<file path="src/rtl/uart_tx_scheduler.sv">
// Two-requester UART transmitter: alternating-priority arbiter in front of a start/8-data/stop serializer.
// Define UART_TX_PARITY_EN to insert an even parity bit after data bit 7.
module uart_tx_scheduler #(
  parameter int STOP_BITS = 1
) (
  input  logic       clk,
  input  logic       rst,
  input  logic       baud_tick,
  input  logic       req0_valid,
  input  logic [7:0] req0_data,
  output logic       req0_ready,
  input  logic       req1_valid,
  input  logic [7:0] req1_data,
  output logic       req1_ready,
  output logic       tx,
  output logic       busy,
  output logic       grant_id
);

  typedef enum logic [2:0] {
    IDLE,
    WAIT_START,
    START,
    DATA,
`ifdef UART_TX_PARITY_EN
    PARITY,
`endif
    STOP
  } state_t;

  localparam logic [1:0] STOP_LAST = 2'(STOP_BITS - 1);

  state_t     state, state_nx;
  logic       rst_meta, rst_sync;
  logic       arb_en, last_grant, sel1, accept, stop_last;
  logic [2:0] bit_cnt;
  logic [1:0] stop_cnt;
  logic [7:0] shreg, acc_data;
`ifdef UART_TX_PARITY_EN
  logic       par_bit;
`endif

  // Reset asserts immediately but releases only after two clock edges.
  always_ff @(posedge clk or negedge rst) begin
    if (!rst) begin
      rst_meta <= 1'b0;
      rst_sync <= 1'b0;
    end else begin
      rst_meta <= 1'b1;
      rst_sync <= rst_meta;
    end
  end

  assign sel1      = req1_valid && (!req0_valid || !last_grant);
  assign accept    = req0_ready || req1_ready;
  assign acc_data  = sel1 ? req1_data : req0_data;
  assign stop_last = (stop_cnt == STOP_LAST);

  always_ff @(posedge clk or negedge rst_sync) begin
    if (!rst_sync) state <= IDLE;
    else           state <= state_nx;
  end

  always_comb begin
    state_nx = state;
    case (state)
      IDLE:       if (accept)    state_nx = WAIT_START;
      WAIT_START: if (baud_tick) state_nx = START;
      START:      if (baud_tick) state_nx = DATA;
`ifdef UART_TX_PARITY_EN
      DATA:       if (baud_tick && bit_cnt == 3'd7) state_nx = PARITY;
      PARITY:     if (baud_tick) state_nx = STOP;
`else
      DATA:       if (baud_tick && bit_cnt == 3'd7) state_nx = STOP;
`endif
      STOP:       if (baud_tick && stop_last) state_nx = IDLE;
      default:    state_nx = IDLE;
    endcase
  end

  // arb_en keeps ready low until the first edge after the synchronized release.
  always_comb begin
    req0_ready = arb_en && (state == IDLE) && req0_valid && !sel1;
    req1_ready = arb_en && (state == IDLE) && sel1;
    busy       = (state != IDLE);
  end

  always_ff @(posedge clk or negedge rst_sync) begin
    if (!rst_sync) begin
      arb_en     <= 1'b0;
      tx         <= 1'b1;
      bit_cnt    <= 3'd0;
      stop_cnt   <= 2'd0;
      grant_id   <= 1'b0;
      last_grant <= 1'b1;
    end else begin
      arb_en <= 1'b1;
      if (accept) begin
        grant_id   <= sel1;
        last_grant <= sel1;
      end
      if (baud_tick) begin
        case (state)
          WAIT_START: tx <= 1'b0;
          START: begin
            tx      <= shreg[0];
            bit_cnt <= 3'd0;
          end
          DATA: begin
            if (bit_cnt != 3'd7) begin
              tx      <= shreg[0];
              bit_cnt <= bit_cnt + 3'd1;
            end else begin
`ifdef UART_TX_PARITY_EN
              tx <= par_bit;
`else
              tx <= 1'b1;
`endif
              bit_cnt <= 3'd0;
            end
          end
`ifdef UART_TX_PARITY_EN
          PARITY: tx <= 1'b1;
`endif
          STOP: begin
            tx       <= 1'b1;
            stop_cnt <= stop_last ? 2'd0 : stop_cnt + 2'd1;
          end
          default: ;
        endcase
      end
    end
  end

  // Data bits leave from shreg[0]; the register shifts right on every START/DATA tick.
  always_ff @(posedge clk) begin
    if (accept)
      shreg <= acc_data;
    else if (baud_tick && (state == START || state == DATA))
      shreg <= {1'b0, shreg[7:1]};
  end

`ifdef UART_TX_PARITY_EN
  always_ff @(posedge clk) begin
    if (accept) par_bit <= ^acc_data;
  end
`endif

endmodule

</file>
<file path="config.mk">
export PLATFORM = sky130hd
export DESIGN_NAME = uart_tx_scheduler
export DESIGN_NICKNAME = d
export VERILOG_FILES = /design/src/rtl/uart_tx_scheduler.sv
export SDC_FILE = /design/constraint.sdc
export NUM_CORES = 1
export LEC_CHECK = 0
export ABC_CLOCK_PERIOD_IN_PS = 2300
export BUFFER_PORTS_ARGS = -buffer_cell sky130_fd_sc_hd__buf_2
export CORE_MARGIN = 1.5
export CORE_UTILIZATION = 56
export DETAILED_ROUTE_END_ITERATION = 12
export HOLD_SLACK_MARGIN = 0.05
export PLACE_DENSITY = 0.82
export SETUP_SLACK_MARGIN = 0.3
export SLEW_MARGIN = 20
export SYNTH_ARGS = -nofsm -noshare
export SYNTH_HDL_FRONTEND = slang
export SYNTH_SLANG_ARGS = --single-unit
</file>
<file path="constraint.sdc">
create_clock -name clk -period 2.3 [get_ports clk]
set_clock_uncertainty 0.05 [all_clocks]
set_input_delay 0.23 -clock clk [delete_from_list [all_inputs] [get_ports clk]]
set_output_delay 0.23 -clock clk [all_outputs]
set_load 0.01 [all_outputs]
</file>
==> results of run 1 <==
[flip-flops by register name, summed over array words and instances (netlist names)]
name        cells
rst_sync        1
arb_en          1
state           3
grant_id        1
tx              1
last_grant      1
stop_cnt        2
rst_meta        1
shreg           8
bit_cnt         3
[kinds of logic after synthesis]
logic type / count (synthesis) / share of synthesized area
AOI/OAI and AO/OA: 31 / 0.204
other: 1 / 0.00333
muxes: 2 / 0.0200
adders and majority gates: 4 / 0.0444
and+or+nand+nor: 27 / 0.154
buffers and inverters: 12 / 0.0477
DFF: 22 / 0.526
[worst max-delay path, cell delays in order (launching register included)]
cell     delay [ns]
dfrtp_2        0.43
or4b_4         0.58
nor3_1         0.18
buf_2          0.16
[where the power goes]
group / internal, mW / switching, mW / total [mW]
registers: 0.488 / 0.0424 / 0.530
logic: 0.106 / 0.114 / 0.220
clock network: 0.0968 / 0.117 / 0.214
[cell type report]
cell class | instances | area share
Sequential cell | 22 | 0.440
Multi-Input combinational cell | 66 | 0.357
Timing Repair Buffer | 32 | 0.135
Clock buffer | 4 | 0.0268
Tap cell | 27 | 0.0249
Inverter | 6 | 0.0166
[cell usage after synthesis (all sizes together)]
cell type / number / area share
nand3b: 3 / 0.020
a21bo: 1 / 0.0089
inv: 5 / 0.017
o32a: 1 / 0.0089
nor4b: 2 / 0.029
a21oi: 5 / 0.022
dfrtp: 12 / 0.27
nand2: 7 / 0.023
nor2: 5 / 0.023
clkinv: 1 / 0.0033
dfstp: 2 / 0.047
ha: 4 / 0.044
a21o: 1 / 0.0067
or4b: 1 / 0.012
and3: 1 / 0.0056
a31oi: 2 / 0.011
a211o: 1 / 0.0078
or3: 1 / 0.0056
nor2b: 2 / 0.011
and2: 2 / 0.011
mux2: 2 / 0.020
edfxtp: 8 / 0.21
o21ai: 5 / 0.022
clkbuf: 4 / 0.013
a2bb2oi: 7 / 0.054
nand3: 1 / 0.0044
conb: 1 / 0.0033
o32ai: 8 / 0.062
nor3: 2 / 0.0089
buf: 2 / 0.014
[repair_timing]
item	4_1_cts	5_1_grt
gates resized for setup	3	0
setup endpoints to repair	2	2
hold endpoints to repair	3	0
pin swaps	0	0
setup buffers	2	2
hold buffers	2	0
[worst paths after layout]
path | start | endpoint | cells after the start
setup / recovery | state[1]$_DFFE_PN0P_ | req0_ready | 3
max in group asynchronous | rst_sync$_DFF_PN0_ | tx$_DFFE_PN1P_ | 0
hold reg to reg | rst_sync$_DFF_PN0_ | bit_cnt[1]$_DFFE_PN0P_ | 0
setup reg to reg | state[1]$_DFFE_PN0P_ | shreg[7]$_SDFFCE_PP0P_ | 3
min in group clk | req1_valid | last_grant$_DFFE_PN1N_ | 3
hold / removal | rst_sync$_DFF_PN0_ | bit_cnt[1]$_DFFE_PN0P_ | 0
[stage by stage]
step	hold slack [ns]	util	cell area, um^2	cells
after floorplan	-0.116	-	1130	100
after global placement	-0.0354	0.659	1270	147
after detailed placement	-0.0302	0.659	1270	147
after CTS	0.132	0.698	1340	155
after global routing	0.148	0.706	1360	157
final	0.146	0.706	1360	157
[routing by layer]
layer  track usage  share of wire  vias to the layer above
met5             0              0                        -
met4        0.0649          0.013                        0
met3        0.0453          0.042                        3
met2         0.328           0.49                       26
met1         0.276           0.46                      410
li1              -              -                      435
==> impl_metrics.env, run 1 <==
export IMPL_status="finished clean"
export IMPL_multi_input_area_um2=484
export IMPL_synth_seq_cells=22
export IMPL_most_common_layout_cells="buf_2 (25), dfrtp_1 (9), o32ai_1 (8), edfxtp_1 (8)"
export IMPL_setup_viol=0
export IMPL_cap_violations=0
export IMPL_drtIter0Drc=14
export IMPL_h_tree_depth=1
export IMPL_postRouteAntennaNets=0
export IMPL_grt_pass1_vias=753
export IMPL_num_antenna_cells=0
export IMPL_core_area_um2=1920
export IMPL_endpoint_kind="output port"
export IMPL_cp_max_fo=5
export IMPL_crit_required_ns=2.02
export IMPL_final_layout_size_suffix_gt1_frac=0.346
export IMPL_worstSetupStartpointType="flip-flop"
export IMPL_fin_nets=156
export IMPL_fin_total_pwr_mw=0.964
export IMPL_period_share=0.838
export IMPL_final_setup_worst_slack_ns=0.372
export IMPL_io_buffers=25
export IMPL_root_buffer="clkbuf_4"
export IMPL_wirelength_um=2130
export IMPL_grt_max_degree=13
export IMPL_drt_vias_per_instance=5.57
export IMPL_cts_tree="yes"
export IMPL_tns_ns=0
export IMPL_hp_class="flip-flop to asynchronous set/reset pin"
export IMPL_synthCells=99
export IMPL_grt_pass1_wl_um=3190
export IMPL_firstDrtPassIters=4
export IMPL_netlist_cell_type_count=35
export IMPL_gp_congestion=0.797
export IMPL_slew_headroom=0.595
export IMPL_power_density_nw_per_um2=711
export IMPL_area_delta_synth_final_pct=20.3
export IMPL_vias=874
export IMPL_dieArea_um2=2290
export IMPL_ys_seq_area_frac=0.526
export IMPL_post_place_ws_ns=0.477
export IMPL_die_h_um=47.9
export IMPL_worst_slew_pin_slew_ns=0.606
export IMPL_ir_worst_vdd_uv=406
export IMPL_slew_violations=0
export IMPL_synth_area_um2=1130
export IMPL_clk_latency_ns=0.31
export IMPL_fill_cells=155
export IMPL_die_w_um=47.9
export IMPL_grt_overflow=0
export IMPL_antenna_found_initial=0
export IMPL_wl_per_cell_um=13.5
export IMPL_register_area_um2=597
export IMPL_clock_sinks=22
export IMPL_ys_warnings_count=0
export IMPL_clk_transition_reported_paths_ns=0.12
export IMPL_p_leak_nw=0.585
export IMPL_finalHoldViolCount=0
export IMPL_timing_fmax_ghz=0.519
export IMPL_avgSynthCellArea_um2=11.4
export IMPL_clock_path_buffers=2
export IMPL_initial_core_util=0.587
export IMPL_rsz0062_at_grt="false"
export IMPL_r2r_slack_ns=0.60
export IMPL_path_class="flip-flop to output port"
export IMPL_drc=0
export IMPL_gr_usage_all_layers=0.204
export IMPL_dp_hpwl_um=1540
export IMPL_critPathArrivalTime_ns=1.65
export IMPL_cts_buffers=3
export IMPL_fin_crit_ns=1.93
export IMPL_io_pins=26
export IMPL_mostFrequentLayoutCell="buf_2"
export IMPL_num_rows=16
No activity file was read; power rests on OpenSTA's default activity.
==> run 2: changes to the inputs <==
- ABC_AREA: default -> 1
- ABC_CLOCK_PERIOD_IN_PS: 2300 -> 1700
- CORE_UTILIZATION: 56 -> 47
- PLACE_DENSITY: 0.82 -> 0.74
- clock period: 2.3 -> 1.7 ns (I/O delays scaled with it)
==> impl_metrics.env, run 2 <==
export IMPL_endpoint_kind="output port"
export IMPL_grt_busiest_layer="met2"
export IMPL_yosys_area_share_xor_xnor=0
export IMPL_cts_tree="yes"
export IMPL_firstDrtPassIters=4
export IMPL_power_internal_mw=1.58
export IMPL_h_tree_depth=1
export IMPL_clk_latency_ns=0.33
export IMPL_final_cell_area_um2=1590
export IMPL_cp_max_fo=4
export IMPL_synth_top_family_by_area="simple AND/OR/NAND/NOR gates"
export IMPL_clock_path_buffers=2
export IMPL_cap_violations=0
export IMPL_synth_edf_count=8
export IMPL_switchingPower_mw=0.974
export IMPL_hp_class="primary input to asynchronous set/reset pin"
export IMPL_use_met1=0.226
export IMPL_dieArea_um2=2760
export IMPL_io_buffers=25
export IMPL_top_regs="shreg x8, bit_cnt x3, state x3"
export IMPL_drc=0
export IMPL_die_w_um=52.5
export IMPL_dp_hpwl_um=1650
export IMPL_slew_violations=0
export IMPL_timing_fmax_ghz=0.628
export IMPL_power_density_nw_per_um2=1600
export IMPL_vias=1056
export IMPL_clock_sinks=22
export IMPL_drt_vias_per_instance=5.25
export IMPL_path_class="flip-flop to output port"
export IMPL_final_layout_size_suffix_gt1_frac=0.474
export IMPL_yosys_area_share_simple=0.278
export IMPL_drtIter0Drc=13
export IMPL_gr_usage_all_layers=0.203
export IMPL_p_leak_nw=0.780
export IMPL_io_pins=26
export IMPL_path_cells="inv_2, nand2_2, nor2_4, nand3_4, inv_2, buf_6"
export IMPL_clkPwrFrac=0.141
export IMPL_slew_headroom=0.658
export IMPL_most_common_layout_cells="nand2_1 (31), buf_2 (23), buf_4 (12)"
export IMPL_ys_warnings_count=0
export IMPL_initial_core_util=0.512
export IMPL_ir_worst_vdd_uv=934
export IMPL_num_antenna_cells=0
export IMPL_crit_required_ns=1.48
export IMPL_root_buffer="clkbuf_4"
export IMPL_met3_usage=0.0343
export IMPL_cpPeakStageDelay_ns=0.47
export IMPL_fin_crit_ns=1.59
export IMPL_area_delta_synth_final_pct=38.0
export IMPL_netlist_cell_type_count=27
export IMPL_switching_share=0.382
export IMPL_grt_max_degree=14
export IMPL_yosysTopAreaCellShare=0.260
export IMPL_setup_viol=0
export IMPL_synthTopCellsByCount="nand2_1 (33), dfrtp_1 (12), inv_1 (12)"
export IMPL_synth_seq_cells=22
export IMPL_synth_compound_area_share=0.0922
export IMPL_synth_area_um2=1150
export IMPL_tns_ns=0
export IMPL_async_reset_ff_frac=0.636
export IMPL_yosys_top_cells_area="dfrtp_1 (26%), edfxtp_1 (21%), nand2_1 (11%)"
export IMPL_clk_transition_reported_paths_ns=0.14
export IMPL_worst_slew_pin_slew_ns=0.513
export IMPL_antenna_found_initial=0
export IMPL_grt_pass1_vias=999
export IMPL_fin_total_pwr_mw=2.55
export IMPL_period_share=0.936
export IMPL_core_area_um2=2250
export IMPL_mostFrequentLayoutCell="nand2_1"
export IMPL_postRouteAntennaNets=0
export IMPL_top_register="shreg"
export IMPL_synth_most_common_cell="nand2_1"
export IMPL_fin_nets=199
export IMPL_power_frac_comb=0.475
export IMPL_synth_adder_area_share=0.0434
export IMPL_power_frac_seq=0.384
export IMPL_synthCells=127
export IMPL_avgSynthCellArea_um2=9.08
export IMPL_synthFlopType="dfrtp_1"
export IMPL_gp_congestion=0.751
export IMPL_largest_reg_flops=8
export IMPL_critPathArrivalTime_ns=1.37
export IMPL_wirelength_um=2650
export IMPL_grt_use_met2=0.371
export IMPL_worstSetupStartpointType="flip-flop"
export IMPL_die_h_um=52.5
export IMPL_final_setup_worst_slack_ns=0.108
export IMPL_fill_cells=180
export IMPL_ys_seq_area_frac=0.514
export IMPL_grt_overflow=0
export IMPL_worst_path_most_repeated_cell="inv_2"
export IMPL_status="finished clean"
export IMPL_grt_pass1_wl_um=4030
export IMPL_rsz0062_at_grt="true"
export IMPL_wl_per_cell_um=13.2
export IMPL_yosysTopAreaCell="dfrtp_1"
export IMPL_num_rows=17
export IMPL_muxShareOfSynthArea=0.00868
export IMPL_finalHoldViolCount=0
export IMPL_cts_buffers=3
export IMPL_crit_slowest_cell="dfrtp_2"
export IMPL_placed_area_um2=1360
export IMPL_post_place_ws_ns=0.136
[run 2: worst max-delay path, delay by kind of cell, from the launching register on]
family / cells / cell delay [ns]
buffers and inverters: 3 / 0.24
flip-flops: 1 / 0.47
AND/OR/NAND/NOR: 3 / 0.32
[run 2: worst paths after layout]
path	from	to	slack (ns)	cells past startpoint
max	state[2]$_DFFE_PN0P_	req1_ready	0.11	6
min	rst	rst_meta$_DFF_PN0_	0.08	2
min reg2reg	rst_sync$_DFF_PN0_	bit_cnt[1]$_DFFE_PN0P_	0.17	0
max reg2reg	state[2]$_DFFE_PN0P_	shreg[1]$_DFFE_PP_	0.14	6
max in group asynchronous	rst_sync$_DFF_PN0_	last_grant$_DFFE_PN1N_	1.06	0
min in group clk	req0_data[0]	shreg[0]$_DFFE_PP_	0.11	3
[run 2: cells by family (layout without fill, tap and decap cells)]
family | after synthesis | count (layout)
other | 1 | 2
flip-flops | 22 | 22
adder cells (fa/ha/maj) | 4 | 4
AO/OA/AOI/OAI | 17 | 17
buffers and inverters | 16 | 61
AND/OR/NAND/NOR | 66 | 66
multiplexers | 1 | 1
[run 2: metrics by stage]
step	util	hold WS [ns]	std cells
floorplan	-	-0.176	128
global placement	0.602	-0.0953	183
detailed placement	0.602	-0.0929	183
CTS	0.683	0.0719	198
global route	0.706	0.0764	201
finish	0.706	0.0751	201
[run 2: power groups by stage]
stage	clock network, mW	registers (mW)	logic, mW
2_1_floorplan	0	0.950	0.685
6_report	0.360	0.979	1.21
4_1_cts	0.363	0.966	1.08
3_3_place_gp	0	0.969	0.863
5_1_grt	0.379	0.999	1.33
3_5_place_dp	0	0.982	0.893
[run 2: timing repair]
item	4_1_cts	5_1_grt
hold buffers	1	0
pin swaps	11	4
resized for setup	21	10
setup buffers	10	3
endpoints found under the setup margin	22	24
endpoints found under the hold margin	2	0
[run 2: cell type report]
cell class	instances	area (um^2)	share of cell area
clock buffer	4	47.5	0.0299
inverter	15	63.8	0.0401
tap	28	35.0	0.0220
multi-input combinational	90	566	0.355
sequential	22	597	0.375
timing repair buffer	42	283	0.178
[run 2: routing by layer]
metal  up-vias  part of all wire  routed length, um
met5         -                 0                  0
met2        29              0.53               1400
met3         7             0.031                 82
met4         0             0.022                 57
met1       511              0.42               1100
li1        509                 -                  -
